$ cat config.mk
export PLATFORM = sky130hd
export DESIGN_NAME = wb_arbiter_2m
export DESIGN_NICKNAME = d
export VERILOG_FILES = /design/src/rtl/wb_arb_pkg.sv /design/src/rtl/wb_bus_timeout.sv /design/src/rtl/wb_arbiter_2m.sv
export SDC_FILE = /design/constraint.sdc
export NUM_CORES = 1
export LEC_CHECK = 0
export CAP_MARGIN = 20
export CORE_AREA = 4 4 130 132
export CTS_CLUSTER_SIZE = 30
export DETAILED_ROUTE_END_ITERATION = 8
export DIE_AREA = 0 0 134 136
export PLACE_DENSITY = 0.62
export SETUP_SLACK_MARGIN = 0.15
export SYNTH_ARGS = -nofsm -noshare
export SYNTH_HDL_FRONTEND = slang
export SYNTH_SLANG_ARGS = --single-unit
export TNS_END_PERCENT = 5
$ cat constraint.sdc
create_clock -name clk_i -period 1.7 [get_ports clk_i]
set_clock_uncertainty 0.05 [all_clocks]
set_input_delay 0.17 -clock clk_i [delete_from_list [all_inputs] [get_ports clk_i]]
set_output_delay 0.17 -clock clk_i [all_outputs]
set_load 0.005 [all_outputs]
$ cat src/rtl/wb_arb_pkg.sv
// wb_arb_pkg: shared definitions for the two-master Wishbone arbiter.
//   - arb_state_t : arbiter FSM states
//   - CTI_*       : Wishbone cycle type identifiers
//   - GNT_*       : one-hot grant encodings ({m1,m0})
//   - gnt_other() : the grant of the master that is not currently granted
package wb_arb_pkg;

  typedef enum logic [1:0] {
    ST_IDLE  = 2'd0,
    ST_BUSY  = 2'd1,
    ST_ERR   = 2'd2,
    ST_DRAIN = 2'd3
  } arb_state_t;

  localparam logic [2:0] CTI_CLASSIC = 3'b000;
  localparam logic [2:0] CTI_CONST   = 3'b001;
  localparam logic [2:0] CTI_INCR    = 3'b010;
  localparam logic [2:0] CTI_EOB     = 3'b111;

  localparam logic [1:0] GNT_NONE = 2'b00;
  localparam logic [1:0] GNT_M0   = 2'b01;
  localparam logic [1:0] GNT_M1   = 2'b10;

  // Swapping the two one-hot bits hands the bus to the other master.
  function automatic logic [1:0] gnt_other(input logic [1:0] gnt);
    return {gnt[0], gnt[1]};
  endfunction

endpackage

$ cat src/rtl/wb_bus_timeout.sv
// wb_bus_timeout: slave-response watchdog counter.
//   clk     : system clock (rising edge)
//   rst     : asynchronous active-high reset, clears the counter
//   clr     : clear the counter this cycle (has priority over inc)
//   inc     : one stalled slave cycle; counter saturates at TIMEOUT
//   expired : this cycle's increment brings the counter to TIMEOUT
// TIMEOUT = 0 removes the counter entirely; expired is then constant 0.
module wb_bus_timeout #(
  parameter int TIMEOUT = 255
) (
  input  logic clk,
  input  logic rst,
  input  logic clr,
  input  logic inc,
  output logic expired
);

  generate
    if (TIMEOUT == 0) begin : g_off
      logic unused_inputs;
      assign unused_inputs = ^{clk, rst, clr, inc};
      assign expired       = 1'b0;
    end else begin : g_on
      localparam int CW = $clog2(TIMEOUT + 1);
      localparam logic [CW-1:0] LIMIT = CW'(TIMEOUT);

      logic [CW-1:0] count_reg;
      logic [CW-1:0] count_next;

      always_comb begin
        count_next = count_reg;
        if (clr) begin
          count_next = '0;
        end else if (inc && (count_reg != LIMIT)) begin
          count_next = count_reg + 1'b1;
        end
      end

      always_ff @(posedge clk or posedge rst) begin
        if (rst) begin
          count_reg <= '0;
        end else begin
          count_reg <= count_next;
        end
      end

      // Flag the edge on which the counter lands on TIMEOUT so the arbiter
      // leaves BUSY on that same edge. A response in this cycle sets clr,
      // so a late ack still beats the watchdog.
      assign expired = !clr && inc && (count_next == LIMIT);
    end
  endgenerate

endmodule

$ cat src/rtl/wb_arbiter_2m.sv
// wb_arbiter_2m: two-master / one-slave Wishbone B3 arbiter.
// Round-robin grant on ties, the owner keeps the bus for its whole cyc_i
// (bursts and RMW never split), and a watchdog aborts a stalled slave cycle.
// Ports:
//   clk_i, rst_i               : clock, asynchronous active-high reset
//   m0_*_i / m1_*_i            : master request (adr, dat, sel, we, cti, bte, cyc, stb)
//   m0_/m1_dat_o               : read data, s_dat_i broadcast to both masters
//   m0_/m1_ ack/err/rty_o      : slave response, delivered to the owner only
//   s_*_o                      : slave request, the owner's request while granted
//   s_dat_i, s_ack/err/rty_i   : slave response
//   grant_o                    : one-hot owner {m1,m0}, 00 when nobody owns
//   timeout_o                  : one-cycle pulse in the watchdog abort cycle
module wb_arbiter_2m
  import wb_arb_pkg::*;
#(
  parameter int AW      = 32,
  parameter int DW      = 32,
  parameter int TIMEOUT = 255
) (
  input  logic            clk_i,
  input  logic            rst_i,
  input  logic [AW-1:0]   m0_adr_i,
  input  logic [DW-1:0]   m0_dat_i,
  input  logic [DW/8-1:0] m0_sel_i,
  input  logic            m0_we_i,
  input  logic [2:0]      m0_cti_i,
  input  logic [1:0]      m0_bte_i,
  input  logic            m0_cyc_i,
  input  logic            m0_stb_i,
  output logic [DW-1:0]   m0_dat_o,
  output logic            m0_ack_o,
  output logic            m0_err_o,
  output logic            m0_rty_o,
  input  logic [AW-1:0]   m1_adr_i,
  input  logic [DW-1:0]   m1_dat_i,
  input  logic [DW/8-1:0] m1_sel_i,
  input  logic            m1_we_i,
  input  logic [2:0]      m1_cti_i,
  input  logic [1:0]      m1_bte_i,
  input  logic            m1_cyc_i,
  input  logic            m1_stb_i,
  output logic [DW-1:0]   m1_dat_o,
  output logic            m1_ack_o,
  output logic            m1_err_o,
  output logic            m1_rty_o,
  output logic [AW-1:0]   s_adr_o,
  output logic [DW-1:0]   s_dat_o,
  output logic [DW/8-1:0] s_sel_o,
  output logic            s_we_o,
  output logic [2:0]      s_cti_o,
  output logic [1:0]      s_bte_o,
  output logic            s_cyc_o,
  output logic            s_stb_o,
  input  logic [DW-1:0]   s_dat_i,
  input  logic            s_ack_i,
  input  logic            s_err_i,
  input  logic            s_rty_i,
  output logic [1:0]      grant_o,
  output logic            timeout_o
);

  arb_state_t state_reg, state_next;
  logic [1:0] grant_reg, grant_next;
  logic       last_m1_reg, last_m1_next;  // 1: m1 owned the bus last

  logic own_cyc;
  logic own_stb;
  logic other_cyc;
  logic s_resp;
  logic in_busy;
  logic in_err;
  logic wd_inc;
  logic wd_clr;
  logic wd_expired;

  assign in_busy = (state_reg == ST_BUSY);
  assign in_err  = (state_reg == ST_ERR);
  assign s_resp  = s_ack_i | s_err_i | s_rty_i;

  // Owner / other-master views of the request lines.
  always_comb begin
    own_cyc   = 1'b0;
    own_stb   = 1'b0;
    other_cyc = 1'b0;
    if (grant_reg[1]) begin
      own_cyc   = m1_cyc_i;
      own_stb   = m1_stb_i;
      other_cyc = m0_cyc_i;
    end else if (grant_reg[0]) begin
      own_cyc   = m0_cyc_i;
      own_stb   = m0_stb_i;
      other_cyc = m1_cyc_i;
    end
  end

  // A stalled cycle is a strobed BUSY cycle with no response. Anything else
  // (idle, stb low, response, handover or abort) restarts the count.
  assign wd_inc = in_busy && s_stb_o && !s_resp;
  assign wd_clr = !wd_inc;

  wb_bus_timeout #(
    .TIMEOUT (TIMEOUT)
  ) u_timeout (
    .clk     (clk_i),
    .rst     (rst_i),
    .clr     (wd_clr),
    .inc     (wd_inc),
    .expired (wd_expired)
  );

  // Next-state, grant and round-robin history.
  always_comb begin
    state_next   = state_reg;
    grant_next   = grant_reg;
    last_m1_next = last_m1_reg;
    case (state_reg)
      ST_IDLE: begin
        if (m0_cyc_i && m1_cyc_i) begin
          grant_next = last_m1_reg ? GNT_M0 : GNT_M1;
          state_next = ST_BUSY;
        end else if (m0_cyc_i) begin
          grant_next = GNT_M0;
          state_next = ST_BUSY;
        end else if (m1_cyc_i) begin
          grant_next = GNT_M1;
          state_next = ST_BUSY;
        end
      end
      ST_BUSY: begin
        if (!own_cyc) begin
          last_m1_next = grant_reg[1];
          if (other_cyc) begin
            // Direct handover: the waiting master gets the bus with no idle gap.
            grant_next = gnt_other(grant_reg);
          end else begin
            grant_next = GNT_NONE;
            state_next = ST_IDLE;
          end
        end else if (wd_expired) begin
          state_next = ST_ERR;
        end
      end
      ST_ERR: begin
        state_next = ST_DRAIN;
      end
      ST_DRAIN: begin
        if (!own_cyc) begin
          last_m1_next = grant_reg[1];
          grant_next   = GNT_NONE;
          state_next   = ST_IDLE;
        end
      end
      default: begin
        grant_next = GNT_NONE;
        state_next = ST_IDLE;
      end
    endcase
  end

  always_ff @(posedge clk_i or posedge rst_i) begin
    if (rst_i) begin
      state_reg   <= ST_IDLE;
      grant_reg   <= GNT_NONE;
      last_m1_reg <= 1'b1;  // m0 wins the first tie after reset
    end else begin
      state_reg   <= state_next;
      grant_reg   <= grant_next;
      last_m1_reg <= last_m1_next;
    end
  end

  // Request routing: owner's request to the slave. cyc/stb only reach the
  // slave in BUSY, so ERR and DRAIN cut the aborted master off immediately.
  always_comb begin
    s_adr_o = '0;
    s_dat_o = '0;
    s_sel_o = '0;
    s_we_o  = 1'b0;
    s_cti_o = CTI_CLASSIC;
    s_bte_o = 2'b00;
    if (grant_reg[1]) begin
      s_adr_o = m1_adr_i;
      s_dat_o = m1_dat_i;
      s_sel_o = m1_sel_i;
      s_we_o  = m1_we_i;
      s_cti_o = m1_cti_i;
      s_bte_o = m1_bte_i;
    end else if (grant_reg[0]) begin
      s_adr_o = m0_adr_i;
      s_dat_o = m0_dat_i;
      s_sel_o = m0_sel_i;
      s_we_o  = m0_we_i;
      s_cti_o = m0_cti_i;
      s_bte_o = m0_bte_i;
    end
  end

  // stb is qualified with cyc so a master dropping cyc also drops stb.
  assign s_cyc_o = in_busy && own_cyc;
  assign s_stb_o = s_cyc_o && own_stb;

  // Response routing: combinational from the slave, owner only.
  assign m0_ack_o = in_busy && grant_reg[0] && s_ack_i;
  assign m0_rty_o = in_busy && grant_reg[0] && s_rty_i;
  assign m0_err_o = grant_reg[0] && ((in_busy && s_err_i) || in_err);
  assign m1_ack_o = in_busy && grant_reg[1] && s_ack_i;
  assign m1_rty_o = in_busy && grant_reg[1] && s_rty_i;
  assign m1_err_o = grant_reg[1] && ((in_busy && s_err_i) || in_err);

  assign m0_dat_o  = s_dat_i;
  assign m1_dat_o  = s_dat_i;
  assign grant_o   = grant_reg;
  assign timeout_o = in_err;

endmodule

==> results.sh, run 1 <==
export IMPL_drive_gt1_share_pct=32.9
export IMPL_globalplace_congestion=0.814
export IMPL_critPathKind="reg -> out"
export IMPL_path_max_fanout=8
export IMPL_io_pins=338
export IMPL_grt_util_all_layers_pct=14.5
export IMPL_finalCritPeriodShare_pct=108
export IMPL_endpoint_kind="output port"
export IMPL_final_antenna_net_count=0
export IMPL_max_freq_mhz=547
export IMPL_syn_nets=447
export IMPL_maxCapViolCount=0
export IMPL_seq_area_frac_synth_pct=15.5
export IMPL_cts_path_max_buffers=2
export IMPL_die_w_um=134
export IMPL_clk_pin_slew_ns=0.05
export IMPL_wl_per_cell_um=22.1
export IMPL_ctsHoldBuffers=0
export IMPL_synth_seq_cells=13
export IMPL_relSlewSlack_pct=63.8
export IMPL_ir_drop_mv=0.358
export IMPL_final_cells=684
export IMPL_synth_ff_type="dfrtp_1"
export IMPL_die_h_um=136
export IMPL_grt_pass1_wl_um=20000
export IMPL_tightestPinTransition_ns=0.542
export IMPL_nFillCells=1670
export IMPL_viasPerCell=4.31
export IMPL_final_nets=659
export IMPL_crit_path_start_kind="flop"
export IMPL_syn_area_um2=2100
export IMPL_powerDensity_nw_per_um2=1160
export IMPL_status="finished with violations"
export IMPL_hold_violations=0
export IMPL_fp_row_count=46
export IMPL_die_area_um2=18200
export IMPL_grt_setup_unrepaired="yes"
export IMPL_firstDrtPassIters=6
export IMPL_largest_reg_flops=8
export IMPL_setup_ws_ns=-0.129
export IMPL_antenna_cells=0
export IMPL_cts_sinks=13
export IMPL_place_ws_ns=-0.274
export IMPL_h_tree_depth=1
export IMPL_dp_cells=656
export IMPL_slew_viol_final=0
export IMPL_period_minus_slack_ns=1.83
export IMPL_cts_tree="yes"
export IMPL_grt_overflow=0
export IMPL_coreArea_um2=15700
export IMPL_yosysWarnings=0
export IMPL_grt_max_degree=30
export IMPL_worstPathArrival_ns=1.61
export IMPL_area_growth_pct=131
export IMPL_critPathRequiredTime_ns=1.48
export IMPL_port_buffers=241
export IMPL_layout_common_cells="clkdlybuf4s50_1, a22o_1, buf_2, buf_4"
export IMPL_setup_viol=57
export IMPL_cts_buffers=3
export IMPL_synth_area_per_cell_um2=8.19
export IMPL_drc=0
export IMPL_grt_antenna_before_repair=1
export IMPL_drt_iter0_drc=157
export IMPL_num_vias=2950
export IMPL_async_reset_ff_share_pct=100
export IMPL_grt_pass1_vias=3003
export IMPL_violations="negative setup slack"
export IMPL_final_common_cell="clkdlybuf4s50_1"
export IMPL_syn_inst=257
export IMPL_hold_path_class="in -> async"
export IMPL_clock_root_buffer="clkbuf_16"
export IMPL_dp_hpwl_um=11000
export IMPL_synth_cell_types=45
export IMPL_wirelength_um=15100
export IMPL_clk_latency_ns=0.24
export IMPL_start_util_pct=13.4
export IMPL_synth_edff_count=0
export IMPL_p_leak_nw=2.16
## metal layers
layer | vias to the layer above | routed length [um] | track usage (%)
met3 | 18 | 1390 | 5.00
li1 | 1334 | - | -
met4 | 2 | 259 | 3.60
met5 | - | 13 | 0
met2 | 186 | 7730 | 25.6
met1 | 1410 | 5740 | 16.8
## final timing paths
check / startpoint / to / slack [ns] / depth (start not counted)
max in group asynchronous: rst_i / grant_o[1] / 0.99 / 2
max: grant_o[1] / s_adr_o[12] / -0.13 / 6
min: rst_i / grant_o[1] / 0.23 / 2
min in group clk_i: s_dat_i[13] / m0_dat_o[13] / 0.29 / 0
min reg2reg: last_m1_reg / last_m1_reg / 0.51 / 2
max reg2reg: state_reg[0] / grant_o[0] / 0.03 / 5
## cells in the mapped netlist (all sizes together) (2+ instances only)
cell	instances	share of area, %
o211ai	2	1.4
a22o	74	31
nand3	3	0.95
o21a	2	0.71
mux2i	2	0.95
buf	79	27
nand4	2	0.59
clkbuf	5	0.89
and3	5	1.5
nor3	5	1.2
a211oi	3	1.1
inv	7	1.2
nand2	8	1.4
dfrtp	12	14
nor2b	2	0.59
o21ai	4	0.95
and2	2	0.59
nor2	12	2.6
a21oi	7	1.7
o2bb2ai	2	0.83
## metrics by stage
stage / utilization, % / hold slack, ns / setup TNS (ns) / power (mW) / cell area, um^2
2_1_floorplan: - / -0.00376 / 0 / 2.05 / 2100
3_3_place_gp: 28.3 / 0.290 / -5.84 / 4.40 / 4440
3_5_place_dp: 28.3 / 0.290 / -6.84 / 4.43 / 4440
4_1_cts: 31.0 / 0.243 / -7.88 / 5.65 / 4870
5_1_grt: 30.9 / 0.282 / -8.26 / 5.93 / 4860
6_report: 30.9 / 0.226 / -4.29 / 5.61 / 4860
## critical path: stages, from the launching register on
cell	delay, ns
dfrtp_2	0.40
and2b_4	0.27
buf_12	0.13
buf_8	0.11
buf_16	0.12
a22o_1	0.13
clkdlybuf4s15_2	0.20
## repair_timing
item | CTS | global route
pin swaps | 13 | 31
endpoints found under the hold margin | 0 | 0
setup endpoints to repair | 91 | 97
gates cloned | 9 | 2
gates resized for setup | 281 | 65
buffers inserted | 8 | 5
## power by group
group / internal (mW) / leakage (nW) / switching (mW) / total, mW
logic: 2.81 / 1.95 / 1.96 / 4.77
clock network: 0.316 / 0.0382 / 0.121 / 0.436
registers: 0.367 / 0.172 / 0.0365 / 0.403
total: 3.50 / 2.16 / 2.12 / 5.61
## area by class of cell
class	instances	area, um^2	share of cell area, %
timing repair buffer	291	2900	59.8
clock buffer	4	78.8	1.62
tap	216	270	5.57
multi-input combinational	153	1250	25.7
sequential	13	328	6.75
inverter	7	26.3	0.541
## cell families (layout without fill, tap and decap cells)
family | Yosys count | count (layout) | share of synthesized area, %
AOI/OAI and AO/OA | 104 | 104 | 41.4
xor gates and xnor gates | 2 | 2 | 0.832
adders and majority gates | 1 | 1 | 0.594
buffers and inverters | 91 | 302 | 29.0
DFF | 13 | 13 | 15.5
muxes | 3 | 3 | 1.49
and+or+nand+nor | 43 | 43 | 11.2
(Power assumes the default switching activity.)
==> inputs of run 2 (changes only) <==
--- a/config.mk
+++ b/config.mk
@@ -6,11 +6,12 @@
 export NUM_CORES = 1
 export LEC_CHECK = 0
 export CAP_MARGIN = 20
-export CORE_AREA = 4 4 130 132
+export CORE_AREA = 4 4 129 131
 export CTS_CLUSTER_SIZE = 30
 export DETAILED_ROUTE_END_ITERATION = 8
-export DIE_AREA = 0 0 134 136
-export PLACE_DENSITY = 0.62
+export DIE_AREA = 0 0 133 135
+export HOLD_SLACK_MARGIN = 0.06
+export PLACE_DENSITY = 0.65
 export SETUP_SLACK_MARGIN = 0.15
 export SYNTH_ARGS = -nofsm -noshare
 export SYNTH_HDL_FRONTEND = slang
==> constraint.sdc (replaced) <==
create_clock -name clk_i -period 1.6 [get_ports clk_i]
set_clock_uncertainty 0.05 [all_clocks]
set_input_delay 0.16 -clock clk_i [delete_from_list [all_inputs] [get_ports clk_i]]
set_output_delay 0.16 -clock clk_i [all_outputs]
set_load 0.005 [all_outputs]
==> run 2 against run 1 <==
The run still ends with negative setup slack left. Die area fell by 1.5%. Wire length grew 9.6%. Core utilization is essentially flat. Non-clock buffer count up 1. Via count rose by 0.95%. Critical path type unchanged. Critical endpoint is now s_we_o. Largest power group unchanged.
==> results.sh, run 2 (synthesis results as in run 1) <==
export IMPL_status="finished with violations"
export IMPL_violations="negative setup slack"
export IMPL_grt_util_all_layers_pct=16.7
export IMPL_area_growth_pct=129
export IMPL_largest_reg_flops=8
export IMPL_crit_path_start_kind="flop"
export IMPL_coreArea_um2=15600
export IMPL_grt_overflow=0
export IMPL_grt_antenna_before_repair=3
export IMPL_drt_iter0_drc=79
export IMPL_slowest_delay_ns=0.37
export IMPL_drc=0
export IMPL_p_total_mw=6.19
export IMPL_cts_buffers=3
export IMPL_setup_tns_final_ns=-11.12
export IMPL_cts_tree="yes"
export IMPL_dp_hpwl_um=12400
export IMPL_start_util_pct=13.5
export IMPL_crit_cells=6
export IMPL_path_buf_inv=4
export IMPL_die_h_um=135
export IMPL_final_antenna_net_count=0
export IMPL_die_w_um=133
export IMPL_ctsHoldBuffers=0
export IMPL_clock_root_buffer="clkbuf_16"
export IMPL_fp_row_count=46
export IMPL_setup_viol=89
export IMPL_die_area_um2=18000
export IMPL_ir_drop_mv=0.452
export IMPL_critPathKind="reg -> out"
export IMPL_drive_gt1_share_pct=35.8
export IMPL_cts_path_max_buffers=2
export IMPL_maxCapViolCount=0
export IMPL_crit_chain="and2b_4, buf_12, buf_12, buf_16, a22o_4, buf_6"
export IMPL_p_leak_nw=2.14
export IMPL_wirelength_um=16600
export IMPL_relSlewSlack_pct=63.1
export IMPL_critPathRequiredTime_ns=1.39
export IMPL_final_common_cell="clkdlybuf4s50_1"
export IMPL_slew_viol_final=0
export IMPL_worstPathArrival_ns=1.58
export IMPL_h_tree_depth=1
export IMPL_globalplace_congestion=0.818
export IMPL_hold_path_class="in -> async"
export IMPL_grt_pass1_wl_um=22100
export IMPL_layout_common_cells="clkdlybuf4s50_1, buf_2, a22o_1, buf_4, buf_6"
export IMPL_io_pins=338
export IMPL_grt_pass1_vias=3030
export IMPL_reg2reg_depth=8
export IMPL_powerDensity_nw_per_um2=1290
export IMPL_firstDrtPassIters=6
export IMPL_final_nets=660
export IMPL_viasPerCell=4.34
export IMPL_grt_setup_unrepaired="yes"
export IMPL_endpoint_kind="output port"
export IMPL_port_buffers=241
export IMPL_num_vias=2978
export IMPL_cp_slowest_cell="dfrtp_1"
export IMPL_hold_violations=0
export IMPL_wl_per_cell_um=24.2
export IMPL_period_minus_slack_ns=1.79
export IMPL_tightestPinTransition_ns=0.553
export IMPL_dp_cells=653
export IMPL_grt_max_degree=30
export IMPL_finalCritPeriodShare_pct=112
export IMPL_nFillCells=1628
export IMPL_max_freq_mhz=558
export IMPL_cpMostUsedCell="buf_12"
export IMPL_clk_latency_ns=0.25
export IMPL_setup_ws_ns=-0.191
export IMPL_clk_pin_slew_ns=0.05
export IMPL_r2r_slack_ns=-0.10
export IMPL_crit_family="buffers and inverters"
export IMPL_final_cells=686
export IMPL_cts_sinks=13
export IMPL_path_max_fanout=5
==> run 2: changes by cell type in the layout (fill, tap and decap cells not counted), moves of 2 or more <==
cell             before  now
buf_2                54   75
clkdlybuf4s15_2      14    0
a22o_1               70   65
a22o_4                4    9
dlymetal6s2s_1        5    1
buf_12                6    9
buf_16                8   11
bufbuf_16             2    0
clkbuf_2              2    0
==> run 2: final timing paths <==
| kind | start | end |
|---|---|---|
| worst max-delay path | grant_o[0] | s_we_o |
| worst min-delay path | rst_i | grant_o[0] |
| worst max register to register | grant_o[1] | flop |
| worst min register to register | last_m1_reg | last_m1_reg |
| max in group asynchronous | rst_i | grant_o[1] |
| min in group clk_i | s_dat_i[27] | m0_dat_o[27] |
==> run 2: cell type report <==
class	instances	area (um^2)	share of cell area, %
inverters	7	28.8	0.597
flip-flops and latches	13	328	6.81
repair buffers	292	2810	58.3
diodes	1	2.50	0.0519
well taps	216	270	5.61
multi-input cells	153	1300	27.0
clock buffers	3	75.1	1.56
clock inverters	1	5.00	0.104
==> run 2: repair_timing <==
action / CTS / global route
pin swaps: 42 / 37
resized for setup: 368 / 16
gates cloned: 10 / 1
buffers inserted: 17 / 0
setup endpoints to repair: 97 / 96
==> run 2: metal layers <==
layer,track usage (%),wire [um]
met1,23.0,7290
met2,24.9,7150
met3,7.00,1940
met4,2.60,191
met5,0,21
==> run 2: per-stage QoR <==
| stage | cell area, um^2 | setup WS [ns] | hold WS (ns) | util [%] |
|---|---|---|---|---|
| finish | 4820 | -0.191 | 0.214 | 30.9 |
| global route | 4820 | -0.245 | 0.270 | 30.9 |
| CTS | 4770 | -0.196 | 0.241 | 30.6 |
| detailed placement | 4430 | -0.400 | 0.270 | 28.4 |
| global placement | 4430 | -0.397 | 0.270 | 28.4 |
| floorplan | 2100 | 0.175 | -0.0138 | - |
==> run 2: report_power, final <==
part	internal (mW)	switching [mW]
Clock	0.334	0.157
Sequential	0.389	0.0302
Combinational	3.00	2.29
Total	3.72	2.47
==> inputs of run 3 (changes only) <==
--- a/config.mk
+++ b/config.mk
@@ -10,10 +10,10 @@
 export CTS_CLUSTER_SIZE = 30
 export DETAILED_ROUTE_END_ITERATION = 8
 export DIE_AREA = 0 0 133 135
+export GPL_ROUTABILITY_DRIVEN = 0
 export HOLD_SLACK_MARGIN = 0.06
 export PLACE_DENSITY = 0.65
 export SETUP_SLACK_MARGIN = 0.15
 export SYNTH_ARGS = -nofsm -noshare
 export SYNTH_HDL_FRONTEND = slang
 export SYNTH_SLANG_ARGS = --single-unit
-export TNS_END_PERCENT = 5
==> run 3 against run 2 <==
The flow still finishes with violations (negative setup slack). Worst hold slack got worse by 0.011 ns. Sequential power increased by 3%. Clock power decreased by 3%. Cell area increased by 9.0%. Largest cell class unchanged. Global-route usage increased by 0.14 points. Wire length increased by 0.92%.
==> results.sh, run 3 (synthesis results as in run 1) <==
export IMPL_status="finished with violations"
export IMPL_violations="negative setup slack"
export IMPL_finalInstanceArea_um2=5250
export IMPL_path_max_fanout=4
export IMPL_clk_latency_ns=0.24
export IMPL_viasPerCell=4.34
export IMPL_start_util_pct=13.5
export IMPL_critPathKind="reg -> out"
export IMPL_num_vias=3091
export IMPL_reg2reg_from="grant_o[1]"
export IMPL_pwr_share_comb_pct=86.9
export IMPL_hold_path_class="in -> async"
export IMPL_drc=0
export IMPL_startpoint="grant_o[0]"
export IMPL_h_tree_depth=1
export IMPL_final_util_pct=33.7
export IMPL_final_cells=712
export IMPL_multi_input_area_um2=1370
export IMPL_maxCapViolCount=0
export IMPL_tightestPinTransition_ns=0.509
export IMPL_largest_reg_flops=8
export IMPL_die_w_um=133
export IMPL_cts_sinks=13
export IMPL_hold_ws_ns=0.203
export IMPL_cts_tree="yes"
export IMPL_crit_family="buffers and inverters"
export IMPL_r2r_end="grant_o[0]"
export IMPL_ctsHoldBuffers=0
export IMPL_drive_gt1_share_pct=41.2
export IMPL_area_growth_pct=149
export IMPL_hold_violations=0
export IMPL_grt_antenna_before_repair=4
export IMPL_grt_max_degree=32
export IMPL_dp_cells=652
export IMPL_layout_common_cells="clkdlybuf4s50_1, buf_2, a22o_1, buf_6, buf_4"
export IMPL_port_buffers=241
export IMPL_period_minus_slack_ns=1.87
export IMPL_grt_pass1_vias=3216
export IMPL_clk_pin_slew_ns=0.05
export IMPL_reg2reg_depth=7
export IMPL_p_sw_mw=2.65
export IMPL_io_pins=338
export IMPL_wirelength_um=16700
export IMPL_p_seq_share_pct=6.2
export IMPL_die_area_um2=18000
export IMPL_path_buf_inv=5
export IMPL_worstPathArrival_ns=1.66
export IMPL_finalCritPeriodShare_pct=117
export IMPL_place_area_um2=4430
export IMPL_crit_end="s_dat_o[28]"
export IMPL_final_common_cell="clkdlybuf4s50_1"
export IMPL_slowest_delay_ns=0.39
export IMPL_clock_root_buffer="clkbuf_16"
export IMPL_power_frac_clock_pct=6.8
export IMPL_cts_buffers=3
export IMPL_max_freq_mhz=534
export IMPL_dp_hpwl_um=12100
export IMPL_r2r_slack_ns=-0.17
export IMPL_p_leak_nw=2.33
export IMPL_setup_tns_final_ns=-13.82
export IMPL_final_nets=686
export IMPL_final_antenna_net_count=0
export IMPL_fp_row_count=46
export IMPL_grt_setup_unrepaired="yes"
export IMPL_powerDensity_nw_per_um2=1330
export IMPL_grt_util_all_layers_pct=16.9
export IMPL_switching_share_pct=38.1
export IMPL_cpMostUsedCell="buf_6"
export IMPL_cp_slowest_cell="dfrtp_1"
export IMPL_wl_per_cell_um=23.5
export IMPL_crit_chain="and2b_4, buf_12, buf_16, buf_6, buf_6, a22o_4, buf_6"
export IMPL_crit_path_start_kind="flop"
export IMPL_relSlewSlack_pct=66.0
export IMPL_slew_viol_final=0
export IMPL_ir_drop_mv=0.545
export IMPL_critPathRequiredTime_ns=1.39
export IMPL_p_int_mw=4.31
export IMPL_nFillCells=1606
export IMPL_endpoint_kind="output port"
export IMPL_grt_overflow=0
export IMPL_die_h_um=135
export IMPL_drt_iter0_drc=148
export IMPL_regArea_um2=328
export IMPL_crit_cells=7
export IMPL_cts_path_max_buffers=2
export IMPL_setup_viol=86
export IMPL_grt_pass1_wl_um=22500
export IMPL_setup_ws_ns=-0.272
export IMPL_coreArea_um2=15600
export IMPL_firstDrtPassIters=5
## run 3: worst min path at each step
stage                startpoint                          end  depth (start not counted)  slack (ns)
finish                    rst_i  u_timeout.g_on.count_reg[4]                          2        0.20
global route              rst_i  u_timeout.g_on.count_reg[6]                          2        0.25
CTS                       rst_i  u_timeout.g_on.count_reg[2]                          2        0.22
detailed placement  s_dat_i[29]                 m0_dat_o[29]                          0        0.27
global placement    s_dat_i[29]                 m0_dat_o[29]                          0        0.27
floorplan                 rst_i                    async pin                          1       -0.01
## run 3: final cells by class
cell class / instances / share of cell area (%)
well taps: 216 / 5.15
multi-input cells: 153 / 26.0
clock buffers: 4 / 1.50
repair buffers: 318 / 60.5
flip-flops and latches: 13 / 6.24
inverters: 7 / 0.548
diodes: 1 / 0.0477
## run 3: power by group through the flow
stage,Sequential [mW],Combinational (mW),Clock [mW]
floorplan,0.437,1.74,0
global placement,0.425,4.42,0
detailed placement,0.433,4.47,0
CTS,0.432,5.57,0.481
global route,0.436,6.41,0.504
finish,0.433,6.05,0.477
## run 3: metrics by stage
stage | setup slack [ns] | total power [mW]
2_1_floorplan | 0.175 | 2.18
3_3_place_gp | -0.389 | 4.85
3_5_place_dp | -0.416 | 4.90
4_1_cts | -0.294 | 6.49
5_1_grt | -0.307 | 7.35
6_report | -0.272 | 6.96
## run 3: repair_timing
item,4_1_cts,5_1_grt
setup endpoints to repair,97,97
endpoints found under the hold margin,0,0
gates resized for setup,387,45
buffers inserted,30,12
gates cloned,10,3
pin swaps,31,34
## run 3: worst register-to-register path, delay by kind of cell (launching register included)
| family | cells | cell delay, ns |
|---|---|---|
| compound gates | 1 | 0.25 |
| simple gates | 1 | 0.11 |
| flops | 1 | 0.40 |
| mux | 1 | 0.31 |
| buf+inv | 4 | 0.54 |
## run 3: per-layer routing
layer / vias up / GRT usage [%] / wire length, um
met5: - / 0 / 41
met4: 6 / 3.06 / 246
met3: 24 / 8.01 / 2050
met2: 232 / 25.8 / 7370
met1: 1436 / 21.8 / 7030
li1: 1393 / - / -
